==> src/rtl/dmem_arbiter_pkg.sv <==
// Shared definitions for the two-port data-memory arbiter: FSM encoding,
// port identifiers and default geometry.
package dmem_arbiter_pkg;

    localparam int unsigned DEF_WIDTH = 32;
    localparam int unsigned DEF_DEPTH = 128;

    typedef enum logic [1:0] {
        ST_IDLE   = 2'd0,
        ST_ACCESS = 2'd1,
        ST_RESP   = 2'd2
    } state_t;

    localparam logic PORT0 = 1'b0;
    localparam logic PORT1 = 1'b1;

endpackage

==> src/rtl/dmem_arbiter_rr_arb2.sv <==
// Two-input round-robin arbiter: on a tie the port that did not win last
// time is granted; a lone requester always wins.
module rr_arb2
    import dmem_arbiter_pkg::*;
(
    input  logic [1:0] i_req,
    input  logic       i_last_grant,
    output logic [1:0] o_grant
);

    always_comb begin
        o_grant = '0;
        case (i_req)
            2'b01:   o_grant = 2'b01;
            2'b10:   o_grant = 2'b10;
            2'b11:   o_grant = (i_last_grant == PORT1) ? 2'b01 : 2'b10;
            default: o_grant = '0;
        endcase
    end

endmodule

==> src/rtl/dmem_arbiter.sv <==
// Arbitrates a core port and a DMA/debug port onto one data-memory engine;
// each access takes IDLE -> ACCESS -> RESP, acking the owner in RESP.
module dmem_arbiter
    import dmem_arbiter_pkg::*;
#(
    parameter int unsigned WIDTH = DEF_WIDTH,
    parameter int unsigned DEPTH = DEF_DEPTH
) (
    input  logic             clk,
    input  logic             rst,
    input  logic             req0,
    input  logic             req1,
    input  logic             we0,
    input  logic             we1,
    input  logic [WIDTH-1:0] addr0,
    input  logic [WIDTH-1:0] addr1,
    input  logic [WIDTH-1:0] wdata0,
    input  logic [WIDTH-1:0] wdata1,
    output logic             ack0,
    output logic             ack1,
    output logic             err0,
    output logic             err1,
    output logic [WIDTH-1:0] rdata,
    output logic             mem_read_en,
    output logic             mem_write_en,
    output logic [WIDTH-1:0] mem_addr,
    output logic [WIDTH-1:0] mem_wdata,
    input  logic [WIDTH-1:0] mem_rdata
);

    localparam logic [WIDTH-1:0] DEPTH_W = WIDTH'(DEPTH);

    state_t           r_state;
    state_t           w_state_nxt;
    logic             r_last_grant;
    logic             r_port;
    logic             r_we;
    logic             r_err;
    logic [WIDTH-1:0] r_addr;
    logic [WIDTH-1:0] r_wdata;
    logic [WIDTH-1:0] r_rdata;

    logic [1:0]       w_grant;
    logic             w_grant_port;
    logic             w_load;
    logic             w_win_we;
    logic [WIDTH-1:0] w_win_addr;
    logic [WIDTH-1:0] w_win_wdata;

    rr_arb2 u_rr_arb2 (
        .i_req        ({req1, req0}),
        .i_last_grant (r_last_grant),
        .o_grant      (w_grant)
    );

    always_comb begin
        w_grant_port = w_grant[1] ? PORT1 : PORT0;
        w_load       = (r_state == ST_IDLE) && (w_grant != 2'b00);
        w_win_we     = (w_grant_port == PORT1) ? we1    : we0;
        w_win_addr   = (w_grant_port == PORT1) ? addr1  : addr0;
        w_win_wdata  = (w_grant_port == PORT1) ? wdata1 : wdata0;
    end

    always_ff @(posedge clk or negedge rst) begin
        if (!rst) begin
            r_state <= ST_IDLE;
        end else begin
            r_state <= w_state_nxt;
        end
    end

    // Strobes and acks decode from the state register only, so an
    // asynchronous reset removes them in the same cycle.
    always_comb begin
        w_state_nxt  = r_state;
        mem_read_en  = 1'b0;
        mem_write_en = 1'b0;
        ack0         = 1'b0;
        ack1         = 1'b0;
        err0         = 1'b0;
        err1         = 1'b0;
        case (r_state)
            ST_IDLE: begin
                if (w_grant != 2'b00) begin
                    w_state_nxt = ST_ACCESS;
                end
            end
            ST_ACCESS: begin
                w_state_nxt = ST_RESP;
                if (!r_err) begin
                    mem_read_en  = !r_we;
                    mem_write_en = r_we;
                end
            end
            ST_RESP: begin
                w_state_nxt = ST_IDLE;
                ack0        = (r_port == PORT0);
                ack1        = (r_port == PORT1);
                err0        = (r_port == PORT0) && r_err;
                err1        = (r_port == PORT1) && r_err;
            end
            default: begin
                w_state_nxt = ST_IDLE;
            end
        endcase
    end

    always_ff @(posedge clk or negedge rst) begin
        if (!rst) begin
            r_last_grant <= PORT1;
            r_port       <= PORT0;
            r_we         <= 1'b0;
            r_err        <= 1'b0;
            r_addr       <= '0;
            r_wdata      <= '0;
            r_rdata      <= '0;
        end else begin
            if (w_load) begin
                r_last_grant <= w_grant_port;
                r_port       <= w_grant_port;
                r_we         <= w_win_we;
                r_err        <= (w_win_addr >= DEPTH_W);
                r_addr       <= w_win_addr;
                r_wdata      <= w_win_wdata;
            end
            if (r_state == ST_ACCESS) begin
                r_rdata <= (!r_err && !r_we) ? mem_rdata : '0;
            end
        end
    end

    assign mem_addr  = r_addr;
    assign mem_wdata = r_wdata;
    assign rdata     = r_rdata;

endmodule
==> config.mk <==
export PLATFORM = sky130hd
export DESIGN_NAME = dmem_arbiter
export DESIGN_NICKNAME = d
export VERILOG_FILES = /design/src/rtl/dmem_arbiter_pkg.sv /design/src/rtl/dmem_arbiter_rr_arb2.sv /design/src/rtl/dmem_arbiter.sv
export SDC_FILE = /design/constraint.sdc
export NUM_CORES = 1
export LEC_CHECK = 0
export ABC_AREA = 1
export CAP_MARGIN = 15
export CORE_ASPECT_RATIO = 0.5
export CORE_MARGIN = 2
export CORE_UTILIZATION = 40
export CTS_CLUSTER_DIAMETER = 80
export CTS_CLUSTER_SIZE = 16
export DETAILED_ROUTE_END_ITERATION = 10
export GPL_ROUTABILITY_DRIVEN = 0
export GPL_TIMING_DRIVEN = 0
export HOLD_SLACK_MARGIN = 0.1
export PLACE_DENSITY = 0.94
export SLEW_MARGIN = 25
export SYNTH_ARGS = -nofsm -noshare
export SYNTH_HDL_FRONTEND = slang
export SYNTH_SLANG_ARGS = --single-unit
export TNS_END_PERCENT = 10
==> constraint.sdc <==
create_clock -name clk -period 2.37 [get_ports clk]
set_input_delay 0.237 -clock clk [delete_from_list [all_inputs] [get_ports clk]]
set_output_delay 0.237 -clock clk [all_outputs]
set_load 0.005 [all_outputs]
==> results of run 1 <==
==> placed cells by master (no fill, tap or decap), types with 15 or more instances in the layout <==
master           instances
clkdlybuf4s50_1        266
nand2_1                109
dfrtp_1                101
nor2_1                  70
o21ai_0                 50
o21ai_1                 48
a22o_1                  32
inv_1                   18
nand3_1                 15
==> power groups by stage <==
| stage | Clock [mW] | Combinational, mW | Sequential [mW] |
|---|---|---|---|
| 2_1_floorplan | 0 | 1.25 | 2.72 |
| 3_3_place_gp | 0 | 3.17 | 2.67 |
| 3_5_place_dp | 0 | 3.25 | 2.70 |
| 4_1_cts | 1.44 | 3.26 | 2.67 |
| 5_1_grt | 1.52 | 3.53 | 2.75 |
| 6_report | 1.42 | 3.24 | 2.68 |
==> routing by layer <==
| metal | up-vias | wire length (µm) | global-route usage (%) |
|---|---|---|---|
| li1 | 2259 | - | - |
| met1 | 2214 | 6150 | 30.9 |
| met2 | 210 | 7880 | 45.1 |
| met3 | 48 | 916 | 5.57 |
| met4 | 0 | 627 | 10.9 |
| met5 | - | 0 | 0 |
==> layout make-up <==
cell class / count / area [µm²]
Buffer: 32 / 150
Clock buffer: 9 / 225
Clock inverter: 7 / 57.6
Fill cell: 809 / 3300
Inverter: 20 / 75.1
Multi-Input combinational cell: 350 / 1700
Sequential cell: 102 / 2550
Tap cell: 145 / 181
Timing Repair Buffer: 269 / 2710
==> state kept, by name, indices dropped and copies added (netlist names) <==
signal        count
r_last_grant      1
r_state           2
r_we              1
rdata            32
r_err             1
r_port            1
mem_addr         32
mem_wdata        32
==> worst reg2reg max path, cell delays in order (launching register included) <==
cell     delay, ns
dfstp_2       0.54
nand2_2       0.13
nand2_2       0.20
buf_2         0.25
nand2_1       0.07
o21ai_0       0.14
nand2_1       0.11
nor2_1        0.10
nand3_1       0.11
nor2_1        0.16
nor2_1        0.05
==> path summary, 6_finish.rpt <==
path	slack (ns)	start	depth (start not counted)	endpoint
worst max-delay path	0.16	r_state[1]	4	mem_write_en
worst min-delay path	0.38	rst	2	mem_addr[21]
worst max register to register	0.40	r_last_grant	10	r_err
worst min register to register	0.47	r_last_grant	2	r_last_grant
max in group asynchronous	1.33	rst	3	r_last_grant
min in group clk	0.47	r_last_grant	2	r_last_grant
==> per-stage QoR <==
step / setup WS [ns] / cells / TNS (ns)
finish: 0.160 / 934 / 0
global placement: -2.79 / 917 / -282.04
floorplan: 0.824 / 505 / 0
global route: 0.00409 / 934 / 0
detailed placement: 0.204 / 918 / 0
CTS: 0.0211 / 935 / 0
==> cells by family (layout without fill, tap and decap cells) <==
| logic type | count (synthesis) | count (layout) | synth area share (%) |
|---|---|---|---|
| AND/OR/NAND/NOR | 206 | 206 | 18.7 |
| buffers and inverters | 53 | 337 | 5.06 |
| AO/OA/AOI/OAI | 144 | 144 | 19.2 |
| flip-flops | 102 | 102 | 57.1 |
==> repair_timing <==
item                       in CTS  in global routing
resized for setup               0                  2
hold endpoints to repair       42                  0
setup endpoints to repair       0                  2
hold buffers                    1                  0
==> out/metrics.cfg, run 1 <==
[die]
core_region_area_um2=10900
die_width_um=154
fp.dieH_um=78.8
io_pins=268
placement_rows=27
area_of_the_die_um2=12100
start_util_pct=40.9

[worst_setup_path]
cp-end-kind=output pin
critical_path.max_fanout=15
worstSetupStartpointType=flop
cpPeakStageDelay_ns=0.55
critPathTopFamily=buffers and inverters
crit_required_ns=2.13
critical_path.slowest_cell=clkdlybuf4s50_1
critical_path_buffer_and_inverter_count=2
crit_chain=nor2_1 > inv_1 > nor3_1 > clkdlybuf4s50_1
worst-setup-path-type=reg -> out
timing.critical_path.arrival_ns=1.97

[timing]
timing.final.crit_share_pct=93.2
worstMarginPinSlew_ns=0.521
hold_viol_final=0
timing.final.setup_violations=0
slew_margin_rel_pct=65.3
slew_viol_final=0
max_clock_freq_mhz=453
finalCriticalPeriod_ns=2.21
final.hold.worst_slack_ns=0.378
final.setup_skew_ns=0.00877
grt_setup_unrepaired=false

[cells_and_area]
layout.cell_area.non_filler_um2=7650
n_antenna_cell=0
drive_above_1_share_pct=5.32
layout-area-overhead-vs-synth_pct=70.9
design.final.nets=950
fin_util_pct=69.9

[clocking]
clkSinkCount=102
cts_buffers=9
clock-root-buffer=clkbuf_16
post_cts_setup_buffer_count=0
tritoncts=built
cts_max_path_buffers=2
clkLatencyLatePin_ns=0.34
clkSlewWorstSetupHoldPaths_ns=0.07
ctsHtreeMaxLevel=3

[yosys]
synth_async_reset_ratio_pct=100
synth_largest_area_cell=dfrtp_1
synth_cell_type_count=22
ys_seq_elements=102
synthTopCellsByCount=nand2_1, dfrtp_1, nor2_1
synth_most_common_cell=nand2_1
seq_area_frac_synth_pct=57.1
syn_nets=671
synth.top_cells.by_area=dfrtp_1, nand2_1, a22o_1
synth-warning-count=0
post_synth_inst_count=505
synth-main-ff-cell=dfrtp_1
synth_edf_count=0
share_of_yosys_cell_area_claimed_by_the_top_area_cell_type_pct=56.5
synth.avg_cell_area_um2=8.86
netlist_area_um2=4480

[power]
total_power_mw=7.33
seqPwrFrac_pct=36.5
switching_share_of_power_pct=34.9
leakagePower_nw=3.36
cell_internal_pwr_mw=4.77
total_switching_power_mw=2.56
relative_contribution_of_the_clock_network_to_total_power_pct=19.3
share_comb_of_total_power_pct=44.2
powerDensity_nw_per_um2=958
vdd_ir_drop_max_uv=544

[placed_design]
port_buffers=267
detailedPlacementHpwl_um=12200
place_area_um2=7360

[hold_path]
worst_hold_path_type=in -> async

[routing]
vias=4731
drt-initial-drc-count=318
wl_per_cell_um=16.7
antenna_left=0
route.final.wire_length_um=15600
drt-pass1-iter-count=5
detail_route.vias_per_cell=5.07
detailed_route_drc_error_count=0

[grt]
groute.usage.overall_pct=25.6
grt.overflow.total=0
grt_start_max_net_pins=61
vias_in_the_first_global_route=4753
grt_pass1_wl_um=24400
initial_antenna_violation_count=0

[status]
outcome=finished, final reports clean

[run]
maxCapViolCount=0

(Power assumes the default switching activity.)
==> run 2: changes to the inputs <==
--- a/config.mk
+++ b/config.mk
@@ -17,6 +17,7 @@
 export GPL_TIMING_DRIVEN = 0
 export HOLD_SLACK_MARGIN = 0.1
 export PLACE_DENSITY = 0.94
+export SKIP_CTS_REPAIR_TIMING = 1
 export SLEW_MARGIN = 25
 export SYNTH_ARGS = -nofsm -noshare
 export SYNTH_HDL_FRONTEND = slang
==> out/metrics.cfg, run 2 (same netlist as run 1, synthesis figures left out) <==
[timing]
setup_ws_ns=0.160
slew_viol_final=0
hold_viol_final=0
max_clock_freq_mhz=452
finalCriticalPeriod_ns=2.21
slew_margin_rel_pct=64.9
timing.final.crit_share_pct=93.2
timing.final.setup_violations=0
final.setup_skew_ns=0.00837
grt_setup_unrepaired=false
final.hold.worst_slack_ns=0.378
worstMarginPinSlew_ns=0.527

[placed_design]
detailedPlacementHpwl_um=12200
port_buffers=267
place_area_um2=7360
post-place-ws_ns=0.204

[clocking]
clkSinkCount=102
tritoncts=built
cts_buffers=9
clock-root-buffer=clkbuf_16
cts_max_path_buffers=2
clkLatencyLatePin_ns=0.34
ctsHtreeMaxLevel=3
clkSlewWorstSetupHoldPaths_ns=0.07

[worst_setup_path]
crit_required_ns=2.13
timing.critical_path.from=r_state[1]
critical_path.endpoint=mem_write_en
worst-setup-path-type=reg -> out
cp-end-kind=output pin
r2r_cells=10
reg2reg_setup_slack_ns=0.40
worstSetupStartpointType=flop
worstReg2RegEnd=r_err
worstReg2RegStart=r_last_grant
timing.critical_path.arrival_ns=1.97
critical_path.max_fanout=15

[routing]
drt-pass1-iter-count=5
detailed_route_drc_error_count=0
vias=4720
detail_route.vias_per_cell=5.05
route.final.wire_length_um=15600
wl_per_cell_um=16.7
drt-initial-drc-count=316
antenna_left=0

[die]
io_pins=268
die_width_um=154
fp.dieH_um=78.8
core_region_area_um2=10900
placement_rows=27
area_of_the_die_um2=12100
start_util_pct=40.9

[cells_and_area]
layout-area-overhead-vs-synth_pct=70.9
design.final.nets=950
layout.cell_area.non_filler_um2=7650
n_antenna_cell=0
drive_above_1_share_pct=5.32
final_cell_mix=clkdlybuf4s50_1, nand2_1, dfrtp_1
num-fill-cells=809
final_common_cell=clkdlybuf4s50_1

[grt]
initial_antenna_violation_count=0
vias_in_the_first_global_route=4750
grt_start_max_net_pins=61
groute.usage.overall_pct=25.6
grt.overflow.total=0
grt_pass1_wl_um=24400

[status]
outcome=finished, final reports clean

[power]
leakagePower_nw=3.36
powerDensity_nw_per_um2=959
total_power_mw=7.34
vdd_ir_drop_max_uv=544

[run]
maxCapViolCount=0

[hold_path]
worst_hold_path_type=in -> async

## run 2: final cells by class
cell class	instances	area (µm²)	share of cell area [%]
Clock buffer	9	225	2.94
Multi-Input combinational cell	350	1700	22.2
Clock inverter	7	57.6	0.752
Buffer	32	150	1.96
Tap cell	145	181	2.37
Sequential cell	102	2550	33.4
Inverter	20	75.1	0.981
Timing Repair Buffer	269	2710	35.4
## run 2: power by group
group          switching (mW)  internal, mW
clock                   0.692         0.726
sequential              0.331          2.35
combinational            1.55          1.70
## run 2: how the worst min path moves through the flow
stage / cells after the start / slack, ns / to / start
floorplan: 0 / -0.06 / mem_addr[0] / rst
global placement: 2 / 0.46 / r_last_grant / r_last_grant
detailed placement: 1 / 0.18 / mem_addr[21] / rst
CTS: 1 / -0.18 / rdata[5] / rst
global route: 2 / 0.41 / rdata[18] / rst
finish: 2 / 0.38 / mem_addr[21] / rst
## run 2: routing by layer
layer / up-vias / track usage [%] / routed length [µm]
met4: 0 / 10.9 / 605
li1: 2256 / - / -
met3: 48 / 5.57 / 898
met1: 2210 / 30.9 / 6210
met5: - / 0 / 0
met2: 206 / 45.1 / 7880
## run 2: worst max-delay path, cell delays in order, from the launching register on
cell and delay [ns]:
dfrtp_1 0.42, nor2_1 0.20, inv_1 0.26, nor3_1 0.20, clkdlybuf4s50_1 0.55
## run 2: stage by stage
step	util, %	cells	setup TNS (ns)
CTS	69.8	934	0
global route	69.9	934	0
global placement	67.0	917	-282.04
detailed placement	67.2	918	0
floorplan	-	505	0
finish	69.9	934	0
==> run 3: changes to the inputs <==
--- a/config.mk
+++ b/config.mk
@@ -16,7 +16,7 @@
 export GPL_ROUTABILITY_DRIVEN = 0
 export GPL_TIMING_DRIVEN = 0
 export HOLD_SLACK_MARGIN = 0.1
-export PLACE_DENSITY = 0.94
+export PLACE_DENSITY = 0.93
 export SKIP_CTS_REPAIR_TIMING = 1
 export SLEW_MARGIN = 25
 export SYNTH_ARGS = -nofsm -noshare
==> out/metrics.cfg, run 3 (same netlist as run 1, synthesis figures left out) <==
[worst_setup_path]
worst-setup-path-type=reg -> out
crit_required_ns=2.13
critical_path.max_fanout=15
cp-end-kind=output pin
timing.critical_path.arrival_ns=2.01
worstReg2RegStart=r_last_grant
timing.critical_path.from=r_state[0]
worstSetupStartpointType=flop

[status]
outcome=finished, final reports clean

[cells_and_area]
design.final.nets=950
n_antenna_cell=0
final_common_cell=clkdlybuf4s50_1
finalNonFillerCells=934
drive_above_1_share_pct=5.32
num-fill-cells=826
layout-area-overhead-vs-synth_pct=70.9
final_cell_mix=clkdlybuf4s50_1, nand2_1, dfrtp_1
fin_util_pct=69.9

[clocking]
cts_max_path_buffers=2
clkSinkCount=102
cts_buffers=9
tritoncts=built
clock-root-buffer=clkbuf_16
ctsHtreeMaxLevel=3
clkSlewWorstSetupHoldPaths_ns=0.08
clkLatencyLatePin_ns=0.34

[die]
area_of_the_die_um2=12100
fp.dieH_um=78.8
placement_rows=27
start_util_pct=40.9
io_pins=268
die_width_um=154
core_region_area_um2=10900

[placed_design]
placed_cells=918
port_buffers=267
detailedPlacementHpwl_um=12100

[routing]
wl_per_cell_um=16.9
route.final.wire_length_um=15800
detailed_route_drc_error_count=0
detail_route.vias_per_cell=5.15
antenna_left=0
drt-pass1-iter-count=5
vias=4814
drt-initial-drc-count=361

[grt]
grt.overflow.total=0
groute.usage.overall_pct=26.0
grt_pass1_wl_um=24700
vias_in_the_first_global_route=4803
initial_antenna_violation_count=0
grt_start_max_net_pins=75

[timing]
final.setup_skew_ns=0.00856
slew_viol_final=0
worstMarginPinSlew_ns=0.566
hold_viol_final=0
timing.final.crit_share_pct=95.0
max_clock_freq_mhz=444
timing.final.setup_violations=0
finalCriticalPeriod_ns=2.25
grt_setup_unrepaired=true
slew_margin_rel_pct=62.3

[hold_path]
worst_hold_path_type=in -> async

[power]
vdd_ir_drop_max_uv=635
powerDensity_nw_per_um2=966
leakagePower_nw=3.36

[run]
maxCapViolCount=0

==> run 3: layer usage <==
| layer | global-route usage [%] | share of wire, % |
|---|---|---|
| met4 | 11.3 | 4.5 |
| met2 | 44.3 | 50 |
| met5 | 0 | 0 |
| met1 | 31.4 | 39 |
| met3 | 7.10 | 6.5 |
==> run 3: layout make-up <==
cell class	instances	area, µm²	area share, %
plain buffers	32	150	1.96
inverters	20	75.1	0.982
flip-flops and latches	102	2550	33.4
clock buffers	9	225	2.94
repair buffers	269	2710	35.4
multi-input cells	350	1700	22.2
clock inverters	7	56.3	0.736
well taps	145	181	2.37
==> run 3: final timing paths <==
path | endpoint | cells after the start | slack (ns)
min in group clk | r_last_grant | 2 | 0.48
worst max-delay path | mem_write_en | 5 | 0.12
worst max register to register | mem_addr[1] | 6 | 0.31
max in group asynchronous | r_last_grant | 3 | 1.37
worst min-delay path | rdata[22] | 2 | 0.33
worst min register to register | r_last_grant | 2 | 0.48
==> run 3: power breakdown <==
group	switching, mW	leakage [nW]	internal, mW	total (mW)
clock	0.687	0.137	0.728	1.42
sequential	0.332	1.28	2.35	2.68
combinational	1.59	1.95	1.70	3.29
total	2.61	3.36	4.78	7.38
==> run 3: stage by stage <==
| stage | total power, mW | setup slack (ns) | hold WS, ns | TNS [ns] | area (µm²) |
|---|---|---|---|---|---|
| global route | 7.88 | -0.0649 | 0.356 | -0.0649 | 7650 |
| floorplan | 3.98 | 0.824 | -0.0586 | 0 | 4480 |
| global placement | 5.85 | -2.71 | 0.462 | -274.43 | 7330 |
| CTS | 7.43 | -0.0579 | -0.240 | -0.0579 | 7640 |
| detailed placement | 5.97 | 0.0920 | 0.125 | 0 | 7360 |
| finish | 7.38 | 0.119 | 0.326 | 0 | 7650 |
==> run 3: worst max-delay path, stage by stage, from the launching register on <==
cell and delay, ns:
dfrtp_1 0.39, inv_1 0.07, nor2_1 0.16, inv_1 0.26, nor3_1 0.24, clkdlybuf4s50_1 0.55
